--- config.mk ---
export PLATFORM = sky130hd
export DESIGN_NAME = fp_conv_accum
export DESIGN_NICKNAME = d
export VERILOG_FILES = /design/src/rtl/fp_conv_accum.sv
export SDC_FILE = /design/constraint.sdc
export NUM_CORES = 1
export LEC_CHECK = 0
export ABC_AREA = 0
export BUFFER_PORTS_ARGS = -buffer_cell sky130_fd_sc_hd__buf_2
export CAP_MARGIN = 5
export CORE_MARGIN = 1
export CORE_UTILIZATION = 45
export DETAILED_ROUTE_END_ITERATION = 8
export HOLD_SLACK_MARGIN = 0.1
export PLACE_DENSITY = 0.73
export SYNTH_ARGS = -nofsm -noshare
export SYNTH_HDL_FRONTEND = slang
export SYNTH_HIERARCHICAL = 1
export SYNTH_SLANG_ARGS = --single-unit
--- constraint.sdc ---
create_clock -name clk -period 33.3 [get_ports clk]
set_clock_uncertainty 0.1 [all_clocks]
set_input_delay 3.33 -clock clk [delete_from_list [all_inputs] [get_ports clk]]
set_output_delay 3.33 -clock clk [all_outputs]
set_load 0.02 [all_outputs]
--- src/rtl/fp_conv_accum.sv ---
// Sequential fp32 accumulator: bias + NUM_TERMS products -> one result (optional ReLU),
// out_valid one cycle after the last beat; in_ready drops while a result waits for out_ready.

module fp_conv_fadder (
   input  logic [31:0] a,
   input  logic [31:0] b,
   output logic [31:0] result
);
   // Expects |a| >= |b|, both nonzero normals, and not an exact cancellation.
   logic [7:0]  ea;
   logic [7:0]  eb;
   logic [7:0]  ediff;
   logic [26:0] ma_ext;
   logic [26:0] mb_ext;
   logic [26:0] mb_sh;
   logic [26:0] mask;
   logic [26:0] norm;
   logic [27:0] sum;
   logic [4:0]  lz;
   logic        found;
   logic [9:0]  exp_n;
   logic [24:0] mant_r;
   logic        rnd;

   always_comb begin
      ea     = a[30:23];
      eb     = b[30:23];
      ediff  = ea - eb;
      ma_ext = {1'b1, a[22:0], 3'b000};
      mb_ext = {1'b1, b[22:0], 3'b000};
      mask   = '0;
      mb_sh  = '0;
      sum    = '0;
      norm   = '0;
      lz     = '0;
      found  = 1'b0;
      exp_n  = {2'b00, ea};

      // Alignment shift keeps a sticky bit in the LSB for rounding.
      if (ediff > 8'd26) begin
         mb_sh = 27'd1;
      end else begin
         mask  = ~(27'h7ffffff << ediff);
         mb_sh = (mb_ext >> ediff) | {26'd0, |(mb_ext & mask)};
      end

      if (a[31] == b[31]) begin
         sum = {1'b0, ma_ext} + {1'b0, mb_sh};
         if (sum[27]) begin
            norm  = {sum[27:2], sum[1] | sum[0]};
            exp_n = {2'b00, ea} + 10'd1;
         end else begin
            norm  = sum[26:0];
         end
      end else begin
         sum = {1'b0, ma_ext} - {1'b0, mb_sh};
         for (int i = 26; i >= 0; i--) begin
            if (!found) begin
               if (sum[i]) found = 1'b1;
               else        lz    = lz + 5'd1;
            end
         end
         norm  = sum[26:0] << lz;
         exp_n = {2'b00, ea} - {5'd0, lz};
      end

      rnd    = norm[2] & (norm[1] | norm[0] | norm[3]);
      mant_r = {1'b0, norm[26:3]} + {24'd0, rnd};
      if (mant_r[24]) exp_n = exp_n + 10'd1;
      result = {a[31], exp_n[7:0], mant_r[22:0]};
   end
endmodule

module fp_conv_accum #(
   parameter int NUM_TERMS = 25,
   parameter int RELU_EN   = 1
) (
   input  logic        clk,
   input  logic        rst,
   input  logic [31:0] bias,
   input  logic        in_valid,
   output logic        in_ready,
   input  logic [31:0] in_data,
   output logic        out_valid,
   input  logic        out_ready,
   output logic [31:0] out_data,
   output logic        busy
);
   typedef enum logic [1:0] {IDLE, ACCUM, OUT} state_t;

   state_t      state_q, state_d;
   logic [31:0] acc_q, acc_d;
   logic [7:0]  cnt_q, cnt_d;

   logic [31:0] op_x;
   logic [31:0] op_y;
   logic        x_zero;
   logic        y_zero;
   logic [31:0] fa_a;
   logic [31:0] fa_b;
   logic [31:0] fa_res;
   logic [31:0] add_res;
   logic        accept;

   fp_conv_fadder u_fadder (
      .a      (fa_a),
      .b      (fa_b),
      .result (fa_res)
   );

   // Zero/cancellation guarding keeps the adder on nonzero, non-cancelling operands.
   always_comb begin
      op_x    = (state_q == IDLE) ? bias : acc_q;
      op_y    = in_data;
      x_zero  = (op_x[30:23] == 8'd0);
      y_zero  = (op_y[30:23] == 8'd0);
      fa_a    = op_x;
      fa_b    = op_y;
      if (op_x[30:0] < op_y[30:0]) begin
         fa_a = op_y;
         fa_b = op_x;
      end
      if (y_zero)                                           add_res = op_x;
      else if (x_zero)                                      add_res = op_y;
      else if (op_x[30:0] == op_y[30:0] && op_x[31] != op_y[31]) add_res = 32'h0;
      else                                                  add_res = fa_res;
   end

   assign in_ready  = ~rst && (state_q != OUT);
   assign out_valid = (state_q == OUT);
   assign out_data  = !out_valid                     ? 32'h0 :
                      (RELU_EN != 0 && acc_q[31])    ? 32'h0 : acc_q;
   assign busy      = (cnt_q != 8'd0) || out_valid;
   assign accept    = in_valid && in_ready;

   always_comb begin
      state_d = state_q;
      acc_d   = acc_q;
      cnt_d   = cnt_q;
      case (state_q)
         IDLE: begin
            if (accept) begin
               acc_d = add_res;
               if (NUM_TERMS == 1) begin
                  state_d = OUT;
                  cnt_d   = 8'd0;
               end else begin
                  state_d = ACCUM;
                  cnt_d   = 8'd1;
               end
            end
         end
         ACCUM: begin
            if (accept) begin
               acc_d = add_res;
               if (cnt_q == 8'(NUM_TERMS - 1)) begin
                  state_d = OUT;
                  cnt_d   = 8'd0;
               end else begin
                  cnt_d   = cnt_q + 8'd1;
               end
            end
         end
         OUT: begin
            if (out_ready) state_d = IDLE;
         end
         default: state_d = IDLE;
      endcase
   end

   always_ff @(posedge clk or posedge rst) begin
      if (rst) begin
         state_q <= IDLE;
         acc_q   <= 32'h0;
         cnt_q   <= 8'd0;
      end else begin
         state_q <= state_d;
         acc_q   <= acc_d;
         cnt_q   <= cnt_d;
      end
   end
endmodule

==> results by group <==
Outcome
  – Status: completed

Logic synthesis
  – Synth Area per Inst: 7.08 µm²
  – Yosys cell types: 112
  – Sequential element share of the synthesized area: 6.23%
  – Ys Warns: 6
  – Most frequent cell after synthesis: nand2_1
  – Mapped Nets: 2577
  – Gate Count Post-Synth: 2384
  – Fraction of registers with async set/reset: 100%
  – #FFs+latches synth: 42
  – Most instantiated cells after synthesis: nand2_1 (251), nor2_1 (228), a21oi_1 (166)
  – Top cell type's share of synthesized area: 9.04%
  – Synth top area cells: ha_1 (9.0%), dfrtp_1 (6.2%), xnor2_1 (5.9%), nand2_1 (5.6%), mux2_4 (5.3%)
  – Yosys top cell by area: ha_1
  – Cell Area, Synth: 0.0169 mm²
  – Most used DFF post-synth: dfrtp_1
  – EDFF count, synth: 0

Setup path
  – CP delay by family, top: adder cells
  – Crit path buf inv count: 9
  – Max FO, Critical Path: 19
  – CP dominant cell by count: ha_1
  – Worst endpoint data arrival time: 31.29 ns
  – Critical path required time: 33.41 ns
  – Crit-path slowest cell: a32o_1
  – Startpoint types: input pin
  – CP Class: in -> reg
  – CP Capture Type: register
  – CP peak stage delay: 0.62 ns

Floorplan
  – Floorplan row count: 70
  – # IOs: 103
  – Initial Util: 45.9%
  – Chip width: 196 µm
  – Placeable Area: 0.0368 mm²
  – Die ar.: 0.0383 mm²
  – Die Y: 196 µm

STA
  – Slew margin rel.: 23.9%
  – Tightest Pin Transition: 1.14 ns
  – Setup_tns: 0 ns
  – Count of final hold-check violations: 0
  – Final hold slack: 0.410 ns
  – Max Freq: 0.0321 GHz
  – Final setup viols: 0
  – RSZ-0062 raised after global routing: no
  – Final worst path period share: 93.7%
  – Final min period: 31.19 ns
  – Slew Limit Fails: 0

Layout
  – Fin cells: 2867
  – Storage element area: 0.00105 mm²
  – Filler cells: 3718
  – ANT cells: 0
  – Final #Nets: 2591
  – Multi-input gate area: 0.0149 mm²
  – Layout cell share with drive strength beyond 1: 14.9%
  – Area grow syn2layout: 6.66%

Placement
  – Placed Cells: 2856
  – PortBufs: 101
  – Post-DP HPWL: 53100 µm
  – Final Wtd Congestion: 1.05

Drt
  – DRC viols: 0
  – Final WL: 65400 µm
  – WL per Instance: 22.8 µm
  – Via count: 18795
  – Detail Route Antenna Nets: 0
  – Initial DRC count: 1939
  – First-pass DRT Iterations: 6
  – Vias per inst: 6.56

CTS
  – CTS tree: yes
  – Clock latency at the later pin of the worst-skew pair: 0.29 ns
  – Root Buffer: clkbuf_16
  – Clock sink count: 42
  – Clock Pin Slew Worst Setup and Hold Paths: 0.06 ns
  – Clock Tree Buf Depth: 2
  – H-tree depth: 2
  – TritonCTS Buffers: 5

GRT
  – Gr usage total: 33.1%
  – Vias in the first global route: 17241
  – Grt total ovfl: 0
  – Initial antenna violation count: 2
  – Global-route wire length before repair: 101000 µm
  – Pin count of the biggest net entering global routing: 47

Flow run
  – Max cap viols: 0

Min path
  – Min-delay worst type: reg -> reg
[state kept, by name, summed over array words and instances (netlist names)]
signal,flops
cnt_q,8
acc_q,32
state_q,2
[layer usage]
layer	up-vias	wire length, µm	GRT usage [%]	part of all wire (%)
met2	965	29300	53.0	45
met4	4	4670	20.8	7.1
met5	-	27	0	0.041
met1	8861	26700	42.3	41
met3	193	4690	3.94	7.2
li1	8772	-	-	-
[timing repair]
item                       4_1_cts  5_1_grt
gates resized for setup          0       16
setup endpoints to repair        0       29
buffers inserted                 0        3
hold buffers                     0        0
hold endpoints to repair         0        0
[metrics by stage]
stage          worst slack [ns]  area, µm²  utilization, %
5_1_grt                  0.0727      18000            48.9
3_5_place_dp               1.30      17700            48.2
6_report                   2.11      18000            48.9
3_3_place_gp               1.81      17700            48.2
2_1_floorplan              5.52      16900               -
4_1_cts                    1.48      17900            48.6
[path summary, 6_finish.rpt]
| kind | from | end | slack (ns) | depth (start not counted) |
|---|---|---|---|---|
| max | bias[13] | acc_q[21] | 2.11 | 131 |
| min | acc_q[10] | acc_q[10] | 0.41 | 2 |
| max reg2reg | state_q[1] | acc_q[21] | 4.08 | 132 |
| min reg2reg | acc_q[10] | acc_q[10] | 0.41 | 2 |
| max in group asynchronous | rst | acc_q[20] | 29.62 | 3 |
| min in group asynchronous | rst | cnt_q[4] | 3.09 | 3 |
[cell families (layout without fill, tap and decap cells)]
kind of cell | Yosys count | in the layout | synth area share (%)
xor+xnor | 173 | 173 | 10.1
mux | 192 | 192 | 13.9
simple gates | 951 | 951 | 28.3
other cells | 1 | 1 | 0.0222
buf+inv | 260 | 275 | 6.34
compound gates | 635 | 635 | 25.3
flops | 42 | 42 | 6.23
fa+ha+maj | 130 | 130 | 9.70
[cell usage in the layout, fill, tap and decap left out, types with 10 or more instances in the layout]
cell type,netlist,routed
nand2_1,251,251
nor2_1,228,227
a21oi_1,166,165
o21ai_0,132,132
inv_1,122,122
ha_1,122,122
xnor2_1,113,109
buf_2,21,101
nand3_1,86,86
nor3_1,76,75
mux2i_1,64,64
mux2_2,62,62
mux2_4,60,60
and2_1,55,55
dfrtp_1,42,42
and3_1,41,41
xor2_1,44,41
nand4_1,37,37
a21o_1,37,36
buf_4,4,36
o211ai_1,31,31
a221oi_1,30,30
o21bai_1,31,30
nand2b_1,28,28
or3_1,24,24
a211oi_1,24,23
nor4_1,22,21
a31oi_1,19,19
and4_1,17,17
nor2b_1,17,16
o22ai_1,14,14
o21a_1,13,13
or2_2,10,10
o221ai_1,10,10
[worst reg2reg max path, delay by kind of cell, from the launching register on]
kind                     cells  cell delay (ns)
multiplexers                14             3.40
AND/OR/NAND/NOR             41             6.69
adder cells (fa/ha/maj)     28             8.48
XOR/XNOR                     6             1.50
AO/OA/AOI/OAI               34             6.78
flip-flops                   1             0.49
buffers and inverters        9             1.65
[layout make-up]
cell class / instances / share of cell area (%)
clock buffer: 6 / 0.772
clock inverter: 2 / 0.0695
inverter: 129 / 2.69
multi-input combinational: 2082 / 83.0
sequential: 42 / 5.84
tap: 468 / 3.25
timing repair buffer: 138 / 4.37
Power is not shown: default switching activity piles up to over one toggle a cycle in this logic, so the estimate is an artifact.
